<file path="src/rtl/occ_pkg.sv">
// Shared types and constants for the lot occupancy counter.
package occ_pkg;

    typedef logic [3:0] bcd_digit_t;

    typedef enum logic [1:0] {
        OCC_HOLD,
        OCC_INC,
        OCC_DEC
    } occ_op_e;

    localparam bcd_digit_t BCD_MAX = 4'd9;
    localparam bcd_digit_t BCD_MIN = 4'd0;

endpackage

</file>
<file path="src/rtl/bcd_updown_digit.sv">
// One BCD digit of the ripple up/down chain. Purely combinational.
// cin_i means "this digit must step"; cout_o asks the next digit to step.
module bcd_updown_digit
    import occ_pkg::*;
(
    input  bcd_digit_t digit_i,
    input  occ_op_e    op_i,
    input  logic       cin_i,
    output bcd_digit_t digit_o,
    output logic       cout_o
);

    always_comb begin
        digit_o = digit_i;
        cout_o  = 1'b0;
        if (cin_i) begin
            case (op_i)
                OCC_INC: begin
                    if (digit_i == BCD_MAX) begin
                        digit_o = BCD_MIN;
                        cout_o  = 1'b1;
                    end else begin
                        digit_o = digit_i + 4'd1;
                    end
                end
                OCC_DEC: begin
                    if (digit_i == BCD_MIN) begin
                        digit_o = BCD_MAX;
                        cout_o  = 1'b1;
                    end else begin
                        digit_o = digit_i - 4'd1;
                    end
                end
                default: begin
                    digit_o = digit_i;
                    cout_o  = 1'b0;
                end
            endcase
        end
    end

endmodule

</file>
<file path="src/rtl/occupancy_counter.sv">
// Saturating occupancy counter with binary and BCD images kept in lockstep.
// Define OCC_PEAK_EN to add the peak-since-reset register and port.
module occupancy_counter
    import occ_pkg::*;
#(
    parameter int CAPACITY = 25,
    parameter int DIGITS   = 2,
    localparam int CW      = $clog2(CAPACITY + 1)
) (
    input  logic                  clk,
    input  logic                  reset,
    input  logic                  enter,
    input  logic                  leave,
    output logic [CW-1:0]         count,
    output logic [4*DIGITS-1:0]   bcd,
    output logic                  full,
    output logic                  empty,
    output logic                  reject_in,
    output logic                  reject_out
`ifdef OCC_PEAK_EN
    ,
    output logic [CW-1:0]         peak
`endif
);

    localparam logic [CW-1:0] CAP_W = CW'(CAPACITY);

    if (CAPACITY < 1 || CAPACITY > 9999 || 10 ** DIGITS <= CAPACITY) begin : g_param_check
        $error("occupancy_counter: CAPACITY must be 1..9999 and below 10**DIGITS");
    end

    occ_op_e                      op;
    logic [CW-1:0]                count_q, count_d;
    logic [DIGITS-1:0][3:0]       bcd_q, bcd_d;
    logic                         full_q, full_d;
    logic                         empty_q, empty_d;
    logic                         reject_in_q, reject_in_d;
    logic                         reject_out_q, reject_out_d;
    logic [DIGITS:0]              chain;
    logic                         unused_top_carry;

    // Simultaneous enter and leave is a net-zero HOLD at every count.
    always_comb begin
        op           = OCC_HOLD;
        reject_in_d  = 1'b0;
        reject_out_d = 1'b0;
        if (enter && !leave) begin
            if (count_q == CAP_W) reject_in_d = 1'b1;
            else                  op = OCC_INC;
        end else if (leave && !enter) begin
            if (count_q == '0) reject_out_d = 1'b1;
            else               op = OCC_DEC;
        end
    end

    always_comb begin
        count_d = count_q;
        case (op)
            OCC_INC: count_d = count_q + CW'(1);
            OCC_DEC: count_d = count_q - CW'(1);
            default: count_d = count_q;
        endcase
        full_d  = (count_d == CAP_W);
        empty_d = (count_d == '0);
    end

    assign chain[0] = (op != OCC_HOLD);

    for (genvar i = 0; i < DIGITS; i++) begin : g_digit
        bcd_updown_digit u_digit (
            .digit_i (bcd_q[i]),
            .op_i    (op),
            .cin_i   (chain[i]),
            .digit_o (bcd_d[i]),
            .cout_o  (chain[i+1])
        );
    end

    // Saturation guarantees the top digit never carries out.
    assign unused_top_carry = chain[DIGITS];

    always_ff @(posedge clk) begin
        if (reset) begin
            count_q      <= '0;
            bcd_q        <= '0;
            full_q       <= 1'b0;
            empty_q      <= 1'b1;
            reject_in_q  <= 1'b0;
            reject_out_q <= 1'b0;
        end else begin
            count_q      <= count_d;
            bcd_q        <= bcd_d;
            full_q       <= full_d;
            empty_q      <= empty_d;
            reject_in_q  <= reject_in_d;
            reject_out_q <= reject_out_d;
        end
    end

    assign count      = count_q;
    assign bcd        = bcd_q;
    assign full       = full_q;
    assign empty      = empty_q;
    assign reject_in  = reject_in_q;
    assign reject_out = reject_out_q;

`ifdef OCC_PEAK_EN
    logic [CW-1:0] peak_q, peak_d;

    always_comb begin
        peak_d = peak_q;
        if (op == OCC_INC && count_d > peak_q) peak_d = count_d;
    end

    always_ff @(posedge clk) begin
        if (reset) peak_q <= '0;
        else       peak_q <= peak_d;
    end

    assign peak = peak_q;
`endif

endmodule

</file>
<file path="config.mk">
export PLATFORM = sky130hd
export DESIGN_NAME = occupancy_counter
export DESIGN_NICKNAME = d
export VERILOG_FILES = /design/src/rtl/occ_pkg.sv /design/src/rtl/bcd_updown_digit.sv /design/src/rtl/occupancy_counter.sv
export SDC_FILE = /design/constraint.sdc
export NUM_CORES = 1
export LEC_CHECK = 0
export ABC_AREA = 0
export ABC_CLOCK_PERIOD_IN_PS = 7400
export CELL_PAD_IN_SITES_DETAIL_PLACEMENT = 1
export CELL_PAD_IN_SITES_GLOBAL_PLACEMENT = 2
export CORE_MARGIN = 1.5
export CORE_UTILIZATION = 30
export CTS_CLUSTER_DIAMETER = 60
export CTS_CLUSTER_SIZE = 16
export DETAILED_ROUTE_END_ITERATION = 16
export DONT_BUFFER_PORTS = 1
export GPL_ROUTABILITY_DRIVEN = 0
export PLACE_DENSITY_LB_ADDON = 0.1
export SYNTH_ARGS = -nofsm -noshare
export SYNTH_HDL_FRONTEND = slang
export SYNTH_SLANG_ARGS = --single-unit
</file>
<file path="constraint.sdc">
create_clock -name clk -period 7.4 [get_ports clk]
set_clock_uncertainty 0.05 [all_clocks]
set_input_delay 1.48 -clock clk [delete_from_list [all_inputs] [get_ports clk]]
set_output_delay 1.48 -clock clk [all_outputs]
set_load 0.01 [all_outputs]
</file>
; Yosys cells after proc, flatten, opt, wreduce, memory -nomap -nowiden
; Cells that the tools add are included.
[totals]
regBits = 17
input_bits = 4
elab_cells = 52
[op_classes]
add_sub_neg = 6
n_eq_ne = 6
n_mux = 17
bitwise = 2
reduce_logical = 14
[ops]
columns = cell, n
row1 = two-way mux 4 bit, 4
row2 = case mux 4 bit (2 select lines), 2
row3 = == test 5 bit (second input constant), 2
row4 = logical NOT 5 bit, 2
row5 = case mux 5 bit (2 select lines), 1
row6 = adder 4 x 1 -> 4 bit (second input constant), 2
row7 = == test 4 bit (second input constant), 2
row8 = logical NOT 4 bit, 2
row9 = subtractor 4 x 1 -> 4 bit (second input constant), 2
row10 = two-way mux 1 bit, 6
row11 = two-way mux 2 bit, 3
row12 = adder 5 x 1 -> 5 bit (second input constant), 1
row13 = subtractor 5 x 1 -> 5 bit (second input constant), 1
row14 = AND reduction 2 bit, 2
row15 = nonzero test 2 bit, 2
row16 = OR reduction 3 bit, 1
row17 = == test 2 x 1 -> 1 bit (second input constant), 1
row18 = == test 2 bit (second input constant), 1
row19 = logical AND 1 bit, 2
row20 = logical NOT 1 bit, 2
row21 = NOT 1 bit, 2
row22 = case mux 1 bit (2 select lines), 1
row23 = OR reduction 2 bit, 1

; Longest topological paths before layout
[depth]
ltp_word = 8
mapped_depth = 11
mapped_depth_nobuf = 9

; By module
; Synthesis repeated with hierarchy kept, for this count alone.
[unflattened]
hier_cells = 165
hier_area_um2 = 1470.2
[by_module_without_submodules]
columns = mod, instances, cells_each, area_each_um2, seq_area_each_um2
row1 = occupancy_counter, 1, 79, 812.0, 340.3
row2 = bcd_updown_digit, 2, 43, 329.1, 0.0

; Worst setup path before layout
; OpenSTA, ideal clock, no wires.
[synth_path]
path_type = input to register
start = input enter
end = register empty_q, in the netlist empty
t_arrival_ps = 3621
slack_ps = 3613
stages = 10
cell_sequence = and2b_1 > o21ai_4 > buf_4 > inv_1 > ha_1 > a21oi_1 > a21boi_0 > or4_1 > a32o_2 > a41o_1
[synth_between]
elab_chain_len = 7
[synth_lines]
columns = element, line_no
row1 = "start, declared", occupancy_counter.sv:12  ; input logic enter,
row2 = logical NOT 1 bit, occupancy_counter.sv:50  ; end else if (leave && !enter) begin
row3 = logical AND 1 bit, occupancy_counter.sv:50
row4 = two-way mux 2 bit, occupancy_counter.sv:50
row5 = two-way mux 2 bit *, occupancy_counter.sv:47  ; if (enter && !leave) begin
row6 = == test 2 bit / == test 2 x 1 -> 1 bit (equally long branches), -
row7 = case mux 5 bit (2 select lines) *, occupancy_counter.sv:58  ; case (op)
row8 = logical NOT 5 bit *, occupancy_counter.sv:64  ; empty_d = (count_d == '0);
row9 = "end signal, assigned", occupancy_counter.sv:94  ; empty_q <= empty_d;
row10 = "end, declared", occupancy_counter.sv:36  ; logic empty_q, empty_d;
; Every way passes the cells marked *; elsewhere a longest branch is shown, timed or not.
; A chain may end at the register's enable or synchronous reset.

; Worst setup path after layout
[layout_path]
start = input enter
end = register full_q, in the netlist full
[layout_between]
elab_chain_len = 7
[layout_lines]
columns = element, line_no
row1 = logical NOT 1 bit, occupancy_counter.sv:50
row2 = logical AND 1 bit, occupancy_counter.sv:50
row3 = two-way mux 2 bit, occupancy_counter.sv:50
row4 = two-way mux 2 bit *, occupancy_counter.sv:47
row5 = == test 2 bit / == test 2 x 1 -> 1 bit (equally long branches), -
row6 = case mux 5 bit (2 select lines) *, occupancy_counter.sv:58
row7 = == test 5 bit *, occupancy_counter.sv:63  ; full_d = (count_d == CAP_W);
row8 = "end signal, assigned", occupancy_counter.sv:93  ; full_q <= full_d;
row9 = "end, declared", occupancy_counter.sv:35  ; logic full_q, full_d;
; Marked as above.

==> results.md <==
* Result of the run: completed
* Worst reg2reg path endpoint: full$_SDFF_PP0_
* Number of stages on the worst hold path at 2
* Arrival time of the worst setup path at ~3800 ps
* Count of flip-flops with a built-in enable after synthesis at 0
* Buffer levels on the longest clock path at 2
* Most used flip-flop cell after synthesis: sky130_fd_sc_hd__dfxtp_1
* Library cell with the largest summed area after synthesis: sky130_fd_sc_hd__dfxtp_1
* Number of slew-limit violations in the final report at 0
* Mapped Cells at ~140
* TritonCTS clock tree: built
* Synth Net Count at 143
* Total inserted antenna cells at 0
* Count of boundary I/O pins at 21
* Worst slew margin at between 60 and 70%
* Site Rows at 22
* Cell at the root of the clock tree: sky130_fd_sc_hd__clkbuf_8
* Final number of setup-violating endpoints at 0
* Port bufs at 0
* Post-cts resize count at 0
* Static leakage at 0.447 nW
* Transition time of the tightest slew-check pin at 504 ps
* Buffering stage count on the worst path with inverters included at 1
* Maximum fanout along the worst path at 19
* Number of clock buffers inserted by TritonCTS at 3
* Critical path depth in cells at 9
* Via count of the first global-routing pass at about 1000
* Top-count cell post-synth: sky130_fd_sc_hd__dfxtp_1
* Post-synthesis instance area at 1120 µm²
* Crit-path max cell delay at around 470 ps
* Clock net sink count at 17
* Unrepaired setup endpoints after global routing: no
* Number of setup buffers added after CTS at 0
* Crit. End Element: flop
* Number of hold violations in the final report at 0
* Worst R2R Path Depth at 9
* HP Class: flop to flop
* Number of buffers inserted for hold repair after clock tree synthesis at 0
* First-pass iteration count of the detailed router at 4
* Maximum number of pins on one net before global-route repair at 20
* Wire length of the first global-routing pass at ~5000 µm
* Portion of the clock cycle consumed by the worst path in the final layout at about 50%
* Total wire length at roughly 3000 µm
* Origin of the critical flop-to-flop path: count[0]$_SDFF_PP0_
* Peak ir drop on the vdd network at ~0.000052 V
* Core box area at between 3000 and 4000 µm²
* Category of cells accounting for the largest share of critical-path delay: simple AND/OR/NAND/NOR gates
* Min Clock Period, post-route at around 3700 ps
* Sequential element share of the synthesized area at 30.3%
* CTS H-tree depth at 1
* Placed cell area at 1140 µm²
* Critical Path Slowest Stage Cell: sky130_fd_sc_hd__or4_1
* Async S/R FF share, synth at 0%
* Detail-routed net length per standard cell at ~17 µm
* HPWL after detailed placement at about 2300 µm
* Total power density per cell area at 204 nW/µm²
* Worst setup SP type: input port
* Clock latency reported for the late side of the worst-skew pair at between 200 and 300 ps
* DRC violation count after routing at 0
* Post-layout instance area at between 1000 and 1500 µm²
* X dimension of the die at ~64 µm
* Required time of the worst setup path at 7510 ps
* Effective utilization at floorplan at roughly 31%
* Most numerous cell types in the synthesized netlist: sky130_fd_sc_hd__dfxtp_1 (17), sky130_fd_sc_hd__nor2_1 (16), sky130_fd_sc_hd__a21oi_1 (8)
* 1st-iter DRT viols at 40
* Antenna viol nets, final at 0
* Number of nets in the layout at 140
* Syn. warnings at 0
* WS Path Type: input port to flop
* Total routing usage reported by global routing at 15.8%
* Detailed-route vias per instance at between 5 and 6
* Area of the die at 4120 µm²
* Max frequency at between 200 and 300 MHz
* Flop and latch count out of synthesis at 17
* Total gr overflow at 0
* Vert. Die Dim at between 60 and 70 µm
* Fraction of final layout cells with drive strength greater than 1 at slightly below 7%
* Sum of negative setup slack at 0 ps
* Ranking of synthesized cells by area: sky130_fd_sc_hd__dfxtp_1 (30%), sky130_fd_sc_hd__nor2_1 (5.3%), sky130_fd_sc_hd__xnor2_1 (3.9%), sky130_fd_sc_hd__a21oi_1 (3.6%), sky130_fd_sc_hd__ha_1 (3.3%)
* Endpoint with the worst hold slack: bcd[2]$_SDFFE_PP0P_
* Flop-to-flop setup slack at 4000 ps
* Via count at around 980
* Mean post-synth cell area at 8.32 µm²
* Number of maximum-capacitance constraint violations at 0
* Register clock-pin slew on the reported worst setup and hold paths at approximately 70 ps
* Fraction of synthesized cell area taken by the top area cell type at between 30% and 40%
* Antenna violations before repair at 0
* Worst Min Path Start: bcd[3]$_SDFFE_PP0P_
* Number of distinct library cells after synthesis at 50
* Ordered list of cells on the worst path: and2b_1, o21ai_4, inv_1, ha_1, a21oi_1, a21boi_0, or4_1, a32o_2, nor4b_4
* Synthesis-to-finish area growth at 5.68%
[sequential cells by signal, indices dropped and copies added (netlist names)]
name / count
reject_in: 1
full: 1
count: 5
bcd: 8
empty: 1
reject_out: 1
[final cells by class]
class,count,area (µm²)
Fill cell,451,2450
Multi-Input combinational cell,106,727
Sequential cell,17,340
Tap cell,48,60.1
Clock buffer,4,45.0
Inverter,4,15.0
[layer usage]
layer  vias up  share of wire [%]  global-route usage, %
met4         0               0.44                   3.19
met2        13                 48                   27.2
li1        491                  -                      -
met3         2                3.6                   3.52
met1       478                 48                   20.3
met5         -                  0                      0
[report_power, final]
part | internal [mW] | switching (mW) | total (mW)
clock | 0.0381 | 0.0307 | 0.0688
combinational | 0.0252 | 0.0340 | 0.0592
sequential | 0.0984 | 0.0163 | 0.115
[placed cells by master, fill, tap and decap left out, drive strengths merged, types with 2 or more instances in the layout]
cell type	instances
nor2	17
mux2i	3
and2	3
nand2b	2
a21oi	8
and3b	2
dfxtp	17
a31oi	2
nand3	6
a211oi	2
or3	3
o211ai	3
nor3	4
or4	3
inv	4
xnor2	5
nand2	6
clkbuf	4
nor4	4
and2b	2
o21ai	7
ha	3
a32oi	2
[tightest hold or removal path: stages (launching register included)]
cell                      delay (ps)
sky130_fd_sc_hd__dfxtp_1         410
sky130_fd_sc_hd__nand2_1         100
sky130_fd_sc_hd__a31oi_1          60
[worst max-delay path by stage]
| stage | start | endpoint | slack (ps) |
|---|---|---|---|
| after CTS | enter | full$_SDFF_PP0_ | 3660 |
| after detailed placement | enter | full$_SDFF_PP0_ | 3400 |
| after floorplan | enter | empty$_SDFF_PP1_ | 3610 |
| after global routing | enter | full$_SDFF_PP0_ | 3490 |
| final | enter | full$_SDFF_PP0_ | 3680 |
| after global placement | enter | empty$_SDFF_PP1_ | 3470 |
[kinds of logic after synthesis]
family	Yosys count	synth area share [%]
buf+inv	12	5.01
xor+xnor	6	4.68
compound gates	37	23.6
fa+ha+maj	4	5.12
flops	17	30.3
simple gates	56	28.3
mux	3	3.01
[stage by stage]
step,util (%),setup WS (ps),std cells,total power [mW],hold slack [ps]
floorplan,-,3610,135,0.166,509
global placement,31.4,3470,175,0.175,541
detailed placement,31.4,3400,175,0.177,564
CTS,32.7,3660,179,0.248,575
global route,32.7,3490,179,0.261,616
finish,32.7,3680,179,0.243,565
Note: power is estimated with default switching activity, not from simulation.
